**src/rtl/ni_packetizer.sv**
```systemverilog
// ni_packetizer: NI transmit side. Turns a (dst, len) request plus a payload stream into HEADER/BODY/TAIL
// flits under credit flow control. Define NI_SEQ_NUM_EN to carry a per-packet sequence number in the header.
`timescale 1ns/1ps
`ifndef AXIS
`define AXIS 4
`endif

module ni_packetizer #(
    parameter int DATA_WIDTH = 32,
    parameter int LEN_W      = 5,
    parameter int MAX_LEN    = 16,
    parameter int CREDITS    = 4
) (
    input  logic                    clk,
    input  logic                    rst,
    input  logic [`AXIS-1:0]        cur_addr_rst,
    input  logic                    pkt_req,
    input  logic [`AXIS-1:0]        pkt_dst,
    input  logic [LEN_W-1:0]        pkt_len,
    output logic                    pkt_ack,
    input  logic [DATA_WIDTH-1:0]   pld_data,
    input  logic                    pld_valid,
    output logic                    pld_ready,
    output logic [DATA_WIDTH+2:0]   flit_out,
    output logic                    flit_valid,
    input  logic                    credit_in,
    output logic                    busy
);

    localparam int AW      = `AXIS;
    localparam int CW      = $clog2(CREDITS + 1);
    localparam int SEQ_LSB = 2 * AW + LEN_W;

    localparam logic [2:0] FT_HEADER = 3'b001;
    localparam logic [2:0] FT_BODY   = 3'b010;
    localparam logic [2:0] FT_TAIL   = 3'b100;

    localparam logic [CW-1:0]    CREDIT_MAX = CW'(CREDITS);
    localparam logic [LEN_W-1:0] LEN_MAX    = LEN_W'(MAX_LEN);

    typedef enum logic [1:0] {IDLE, HDR, PLD} state_t;

    state_t                  state_q, state_d;
    logic [CW-1:0]           credit_q, credit_d;
    logic [LEN_W-1:0]        rem_q, rem_d;
    logic [LEN_W-1:0]        len_q, len_d;
    logic [AW-1:0]           dst_q, dst_d;
    logic [AW-1:0]           cur_addr_q;
    logic [DATA_WIDTH+2:0]   flit_q, flit_d;
    logic                    flit_valid_q, flit_valid_d;
    logic                    ack_q, ack_d;
    logic [7:0]              seq_val;
    logic                    can_send;
    logic [DATA_WIDTH-1:0]   hdr_payload;

    function automatic logic [LEN_W-1:0] clamp_len(input logic [LEN_W-1:0] len);
        return (len > LEN_MAX) ? LEN_MAX : len;
    endfunction

`ifdef NI_SEQ_NUM_EN
    logic [7:0] seq_q, seq_d;

    // Advances once per header actually sent; wraps naturally at 8 bits.
    always_comb begin
        seq_d = seq_q;
        if (state_q == HDR && can_send) begin
            seq_d = seq_q + 8'd1;
        end
    end

    always_ff @(posedge clk or negedge rst) begin
        if (!rst) begin
            seq_q <= 8'd0;
        end else begin
            seq_q <= seq_d;
        end
    end

    assign seq_val = seq_q;
`else
    assign seq_val = 8'd0;
`endif

    always_comb begin
        hdr_payload                      = '0;
        hdr_payload[AW-1:0]              = dst_q;
        hdr_payload[2*AW-1:AW]           = cur_addr_q;
        hdr_payload[SEQ_LSB-1:2*AW]      = len_q;
        hdr_payload[SEQ_LSB +: 8]        = seq_val;
    end

    assign can_send  = (credit_q != '0);
    assign pld_ready = (state_q == PLD) && can_send && (rem_q != '0);

    always_comb begin
        state_d      = state_q;
        rem_d        = rem_q;
        len_d        = len_q;
        dst_d        = dst_q;
        flit_d       = flit_q;
        flit_valid_d = 1'b0;
        ack_d        = 1'b0;
        case (state_q)
            IDLE: begin
                if (pkt_req) begin
                    dst_d   = pkt_dst;
                    len_d   = clamp_len(pkt_len);
                    rem_d   = clamp_len(pkt_len);
                    ack_d   = 1'b1;
                    state_d = HDR;
                end
            end
            HDR: begin
                if (can_send) begin
                    flit_d       = {FT_HEADER, hdr_payload};
                    flit_valid_d = 1'b1;
                    state_d      = PLD;
                end
            end
            PLD: begin
                // A zero-length packet still needs a TAIL to close the route.
                if (rem_q == '0) begin
                    if (can_send) begin
                        flit_d       = {FT_TAIL, {DATA_WIDTH{1'b0}}};
                        flit_valid_d = 1'b1;
                        state_d      = IDLE;
                    end
                end else if (pld_valid && pld_ready) begin
                    flit_valid_d = 1'b1;
                    rem_d        = rem_q - LEN_W'(1);
                    if (rem_q == LEN_W'(1)) begin
                        flit_d  = {FT_TAIL, pld_data};
                        state_d = IDLE;
                    end else begin
                        flit_d  = {FT_BODY, pld_data};
                    end
                end
            end
            default: state_d = IDLE;
        endcase
    end

    // Send and return in the same cycle cancel; returns beyond the FIFO depth are dropped.
    always_comb begin
        credit_d = credit_q;
        if (flit_valid_d && !credit_in) begin
            credit_d = credit_q - CW'(1);
        end else if (!flit_valid_d && credit_in && credit_q != CREDIT_MAX) begin
            credit_d = credit_q + CW'(1);
        end
    end

    always_ff @(posedge clk or negedge rst) begin
        if (!rst) begin
            state_q      <= IDLE;
            credit_q     <= CREDIT_MAX;
            rem_q        <= '0;
            len_q        <= '0;
            dst_q        <= '0;
            cur_addr_q   <= cur_addr_rst;
            flit_q       <= '0;
            flit_valid_q <= 1'b0;
            ack_q        <= 1'b0;
        end else begin
            state_q      <= state_d;
            credit_q     <= credit_d;
            rem_q        <= rem_d;
            len_q        <= len_d;
            dst_q        <= dst_d;
            flit_q       <= flit_d;
            flit_valid_q <= flit_valid_d;
            ack_q        <= ack_d;
        end
    end

    assign flit_out   = flit_q;
    assign flit_valid = flit_valid_q;
    assign pkt_ack    = ack_q;
    assign busy       = (state_q != IDLE);

endmodule

```
**config.mk**
```make
export PLATFORM = sky130hd
export DESIGN_NAME = ni_packetizer
export DESIGN_NICKNAME = d
export VERILOG_FILES = /design/src/rtl/ni_packetizer.sv
export SDC_FILE = /design/constraint.sdc
export NUM_CORES = 1
export LEC_CHECK = 0
export ABC_CLOCK_PERIOD_IN_PS = 6300
export BUFFER_PORTS_ARGS = -buffer_cell sky130_fd_sc_hd__buf_2
export CAP_MARGIN = 10
export CORE_UTILIZATION = 35
export CTS_CLUSTER_SIZE = 12
export DETAILED_ROUTE_END_ITERATION = 8
export PLACE_DENSITY = 0.62
export SLEW_MARGIN = 20
export SYNTH_ARGS = -nofsm -noshare
export SYNTH_HDL_FRONTEND = slang
export SYNTH_SLANG_ARGS = --single-unit
```
**constraint.sdc**
```tcl
create_clock -name clk -period 6.3 [get_ports clk]
set_input_delay 0.63 -clock clk [delete_from_list [all_inputs] [get_ports clk]]
set_output_delay 0.63 -clock clk [all_outputs]
set_load 0.1 [all_outputs]
```
==> flow_metrics.tcl, run 1 <==
set metrics [dict create \
    status "finished clean" \
    synth_top_family_by_area "multiplexers" \
    clk_latency_ns 0.31 \
    period_share_pct 47.48 \
    clk_pin_slew_worst_paths_ns 0.10 \
    synth-compound-area-share_pct 10.66 \
    cp-startpoint "rem_q[0]" \
    tns_ns 0 \
    yosysWarnings 4 \
    yosysTopAreaCellShare_pct 48.08 \
    worstMarginPinSlew_ns 1.059 \
    post_cts_buffers 0 \
    critPathMaxFanout 35 \
    r2r_cells 6 \
    seqCellArea_um2 1403 \
    netlist_area_um2 2863 \
    fin_hold_ws_ns 0.4263 \
    synth_area_per_cell_um2 9.872 \
    clock_skew_ns 0.009631 \
    first_global_vias 2129 \
    io_buffers 84 \
    diodes 0 \
    critPathArrivalTime_ns 3.20 \
    drcViolationCount 0 \
    path_class "register to register" \
    ys_types 40 \
    cts_max_level 2 \
    yosysTopAreaCell "dfrtp_1" \
    multi_input_area_um2 1182 \
    cp_num_buf_inv 1 \
    grt.busiest_layer "met2" \
    r2r_end "flit_out[10]" \
    slowest_delay_ns 0.87 \
    max_freq_ghz 0.3343 \
    grt_first_pass_wirelength_um 10090 \
    yosysSeqAreaShare_pct 48.99 \
    grt_max_degree 57 \
    use_met2_pct 24.57 \
    slowest_stage "o21a_2" \
    r2r_setup_slack_ns 3.31 \
    slew_headroom_pct 29.42 \
    crit_family "compound AO/OA/AOI/OAI gates" \
    drtPass1Iterations 4 \
    cts_tree "done" \
    synth.area.top_cells "dfrtp_1, mux2i_1, inv_1, nand2_1, mux2_2" \
    die_area_um2 8545 \
    hpwlAfterDp_um 4288 \
    syn_nets 348 \
    layout_min_cycle_time_ns 2.991 \
    start_kind "register" \
    hp-class "input port to async pin" \
    rsz0062_at_grt "no" \
    cap_violations 0 \
    core_um2 7807 \
    io_pins 89 \
    overflow 0 \
    die_h_um 92.44 \
    syn_to_final_growth_pct 19.36 \
    crit_required_ns 6.51 \
    drt.antenna.violating_nets 0 \
    synth.mux.area_fraction_pct 14.86 \
    fp-row-count 32 \
    fillerInstances 770 \
    cts-buffers-inserted 5 \
    grtUsageTotal_pct 14.77 \
    reg2reg_from "rem_q[0]" \
    crit_cells 6 \
    cts.path.max_buffers 2 \
    vias 2212 \
    final_util_pct 43.77 \
    gp_congestion 0.7660 \
    drv_slew 0 \
    finalNetCount 424 \
    use_met1_pct 19.46 \
    synth_xor_xnor_area_share_pct 0.3059 \
    worstSetupEndpoint "flit_out[10]" \
    start_util_pct 36.67 \
    hold_viol 0 \
    clockRootBuffer "clkbuf_8" \
    wl_per_cell_um 12.90 \
    ys_ff_latch 56 \
    avgViaCountPerCell 4.716 \
    grt_use_met3_pct 2.874 \
    drt_wl_total_um 6051 \
    cp-end-kind "register" \
    path_cells "inv_1 > ha_1 > or4b_4 > a21oi_1 > o21a_2 > mux2_2" \
    antenna_found_initial 0 \
    drt_iter0_markers 84 \
    cts_sinks 56 \
    drive_gt1_share_pct 29.97 \
    synthAdderAreaFrac_pct 3.759 \
    cts_resized 0 \
    cts-hold-fix-buffers 0 \
    die_w_um 92.44 \
    synth_cells 290 \
    finalSetupViolations 0 \
    yosys.area_share.simple_pct 11.67 \
]
## cell type report
type | count | area share [%]
clock buffers | 6 | 2.124
clock inverters | 2 | 0.4760
inverters | 48 | 5.273
multi-input cells | 169 | 34.60
flip-flops and latches | 56 | 41.05
well taps | 102 | 3.735
repair buffers | 86 | 12.74
## state kept, by name, indices dropped and copies added (netlist names)
signal,cells
pkt_ack,1
credit_q,3
rem_q,5
len_q,5
state_q,2
flit_valid,1
dst_q,4
flit_out,35
## metal layers
layer  up-vias  wire (µm)
met3         9        264
met1      1051       2781
met5         -          0
li1       1108          -
met4         0         71
met2        44       2933
## worst min-delay path by stage
| stage | from | to | slack [ns] | depth (start not counted) |
|---|---|---|---|---|
| 2_1_floorplan | rst | credit_q[0] | 0.33 | 0 |
| 3_3_place_gp | len_q[3] | len_q[3] | 0.46 | 2 |
| 3_5_place_dp | len_q[0] | len_q[0] | 0.47 | 2 |
| 4_1_cts | rst | flit_out[27] | 0.47 | 2 |
| 5_1_grt | rst | flit_out[27] | 0.49 | 2 |
| 6_report | rst | flit_out[27] | 0.43 | 2 |
## Yosys cell counts (all sizes together)
cell type and count:
o31ai 1, a31oi 1, o211a 1, o41ai 1, o22a 1, mux2i 29
o21ai 20, and2 1, nor3 4, o221ai 1, o21a 2, or3 1
nor2 6, nand2 38, and3 2, nand3 11, dfstp 1, nor4 1
mux2 12, a2111oi 1, fa 1, clkbuf 10, a21o 1, a22oi 1
buf 7, xnor2 1, nand4 4, or4b 1, nor4b 1, o2111ai 1
a311o 1, a211o 1, nor2b 1, and4 1, ha 7, inv 48
a21oi 13, dfrtp 55
## cell families (layout without fill, tap and decap cells)
logic type / Yosys count / after routing
and+or+nand+nor: 72 / 72
muxes: 41 / 41
DFF: 56 / 56
buffers and inverters: 65 / 142
xor gates and xnor gates: 1 / 1
AOI/OAI and AO/OA: 47 / 47
adders and majority gates: 8 / 8
## metrics by stage
step	std cells	instance area, µm²	setup WS, ns
CTS	469	3417	3.255
global route	469	3417	3.138
detailed placement	461	3328	3.276
finish	469	3417	3.309
floorplan	290	2863	3.603
global placement	461	3328	3.344
## cell usage in the layout, fill, tap and decap left out, types with 2 or more instances in the layout
cell type,instances
nand3_1,11
o21ai_0,20
a21oi_1,13
clkbuf_8,5
ha_1,7
dfrtp_1,55
nor3_1,4
buf_2,84
nand2_1,38
mux2_2,12
mux2i_1,29
buf_4,2
inv_1,48
nor2_1,6
and3_1,2
nand4_1,4
Power of run 1 is not shown: default switching activity piles up to over one toggle a cycle in this logic, so the estimate is an artifact.
==> inputs of run 2 (changes only) <==
- ABC_AREA: unset -> 1
- ABC_CLOCK_PERIOD_IN_PS: 6300 -> 2440
- PLACE_DENSITY: 0.62 -> 0.64
- clock period: 6.3 -> 2.44 ns (I/O delays scaled with it)
==> run 2 against run 1 <==
Utilization rose by 0.49 points. Global-route usage rose by 0.089 points. Sequential cell count did not move. Critical path depth fell by 1. Routed wire length rose by 1.1%. Via count rose by 5.6%. Synthesized area rose by 0.44%. Highest routed layer unchanged. Clock skew fell by 0.0053 ns.
==> flow_metrics.tcl, run 2 <==
set metrics [dict create \
    clock_skew_ns 0.004371 \
    yosysTopAreaCell "dfrtp_1" \
    clockRootBuffer "clkbuf_8" \
    drt_wl_total_um 6118 \
    drtPass1Iterations 4 \
    tns_ns 0 \
    critPathMaxFanout 8 \
    synth_commonest_cells "nand2_1, dfrtp_1, o21ai_2" \
    start_kind "register" \
    seqCellArea_um2 1403 \
    synth_flop_cell "dfrtp_1" \
    finalNetCount 474 \
    netlist_area_um2 2875 \
    synth_area_per_cell_um2 8.687 \
    syn_to_final_growth_pct 20.80 \
    drt_iter0_markers 112 \
    cts_sinks 56 \
    synth_edf_count 0 \
    period_share_pct 88.00 \
    final_common_cell "nand2_1" \
    cts-buffers-inserted 5 \
    layout_min_cycle_time_ns 2.147 \
    clk_pin_slew_worst_paths_ns 0.09 \
    drv_slew 0 \
    cp-end-kind "primary output" \
    io_buffers 84 \
    vias 2336 \
    synth.area.top_cells "dfrtp_1, nand2_1, o21ai_2, nand2_2, nand3_1" \
    hold_viol 0 \
    cts.path.max_buffers 2 \
    wl_per_cell_um 11.81 \
    status "finished clean" \
    ys_types 29 \
    ys_async_sr_fraction_pct 100.0 \
    syn_nets 389 \
    post_cts_buffers 0 \
    grtUsageTotal_pct 14.86 \
    max_freq_ghz 0.4657 \
    cts_tree "done" \
    overflow 0 \
    yosysWarnings 4 \
    crit_required_ns 2.20 \
    drcViolationCount 0 \
    core_um2 7848 \
    grt_max_degree 62 \
    final_cell_mix "nand2_1, buf_2, dfrtp_1" \
    gp_congestion 0.8145 \
    grt_first_pass_wirelength_um 10150 \
    path_class "register to primary output" \
    cts-hold-fix-buffers 1 \
    cap_violations 0 \
    die_h_um 92.64 \
    io_pins 89 \
    finalSetupViolations 0 \
    hpwlAfterDp_um 4515 \
    fillerInstances 792 \
    drive_gt1_share_pct 36.30 \
    rsz0062_at_grt "no" \
    avgViaCountPerCell 4.510 \
    ys_ff_latch 56 \
    drt.antenna.violating_nets 0 \
    fp-row-count 32 \
    slew_headroom_pct 66.12 \
    worstMarginPinSlew_ns 0.5117 \
    largest_reg_flops 35 \
    yosysSeqAreaShare_pct 48.78 \
    hp-class "input port to register" \
    clk_latency_ns 0.30 \
    start_util_pct 36.64 \
    first_global_vias 2178 \
    cts_max_level 2 \
    yosysTopAreaCellShare_pct 47.87 \
    die_area_um2 8581 \
    diodes 0 \
    cts_resized 0 \
    synth_most_common_cell "nand2_1" \
    multi_input_area_um2 1276 \
    die_w_um 92.64 \
    antenna_found_initial 0 \
    synth_cells 331 \
    critPathArrivalTime_ns 1.90 \
]
## run 2: changes by cell type in the layout (fill, tap and decap cells not counted), moves of 3 or more
| cell | previous run | this run |
|---|---|---|
| a21oi_1 | 13 | 2 |
| nand2_1 | 38 | 124 |
| o21ai_0 | 20 | 15 |
| mux2i_1 | 29 | 0 |
| o21ai_2 | 0 | 26 |
| nor3_1 | 4 | 0 |
| nand3_1 | 11 | 20 |
| nand2_2 | 0 | 19 |
| mux2_2 | 12 | 0 |
| buf_4 | 2 | 5 |
| inv_1 | 48 | 25 |
## run 2: final timing paths
check / cells after the start / startpoint / slack (ns) / end
max: 5 / state_q[0] / 0.29 / pld_ready
min: 3 / pkt_dst[1] / 0.14 / dst_q[1]
max reg2reg: 13 / rem_q[0] / 0.30 / flit_out[33]
min reg2reg: 2 / flit_out[11] / 0.47 / flit_out[11]
max in group asynchronous: 3 / rst / 1.33 / credit_q[2]
min in group asynchronous: 2 / rst / 0.43 / flit_out[14]
## run 2: cell type report
class	count	area share [%]
clock buffer	5	1.981
clock inverter	2	0.3602
inverter	26	2.810
multi-input combinational	236	36.74
sequential	56	40.38
tap	102	3.674
timing repair buffer	91	14.05
## run 2: kinds of logic (layout without fill, tap and decap cells)
group / Yosys count / in the layout / synth area share [%]
and+or+nand+nor: 177 / 177 / 27.07
DFF: 56 / 56 / 48.78
AOI/OAI and AO/OA: 48 / 48 / 12.66
buffers and inverters: 39 / 124 / 6.832
adders and majority gates: 8 / 8 / 3.742
xor gates and xnor gates: 3 / 3 / 0.9140
## run 2: per-stage QoR
step	utilization [%]	hold WS (ns)	setup slack (ns)	area (µm²)	cells
2_1_floorplan	-	-0.05159	0.01806	2875	331
3_3_place_gp	43.10	0.2307	0.3581	3382	510
3_5_place_dp	43.10	0.2240	0.3133	3382	510
4_1_cts	44.26	0.1252	0.2785	3473	518
5_1_grt	44.26	0.1258	0.07427	3473	518
6_report	44.26	0.1353	0.2929	3473	518
## run 2: routing by layer
| layer | wire length (µm) | part of all wire (%) | vias to the layer above | GRT usage [%] |
|---|---|---|---|---|
| met5 | 0 | 0 | - | 0 |
| met1 | 2951 | 48 | 1050 | 20.05 |
| met4 | 72 | 1.2 | 0 | 3.846 |
| met3 | 334 | 5.5 | 8 | 3.448 |
| met2 | 2759 | 45 | 71 | 24.01 |
| li1 | - | - | 1207 | - |
## run 2: worst max-delay path, stage by stage, from the launching register on
cell     delay, ns
dfrtp_1       0.43
inv_1         0.10
ha_1          0.36
nand2_1       0.12
nor2_2        0.14
buf_2         0.45
Power of run 2 is left out for the same reason.
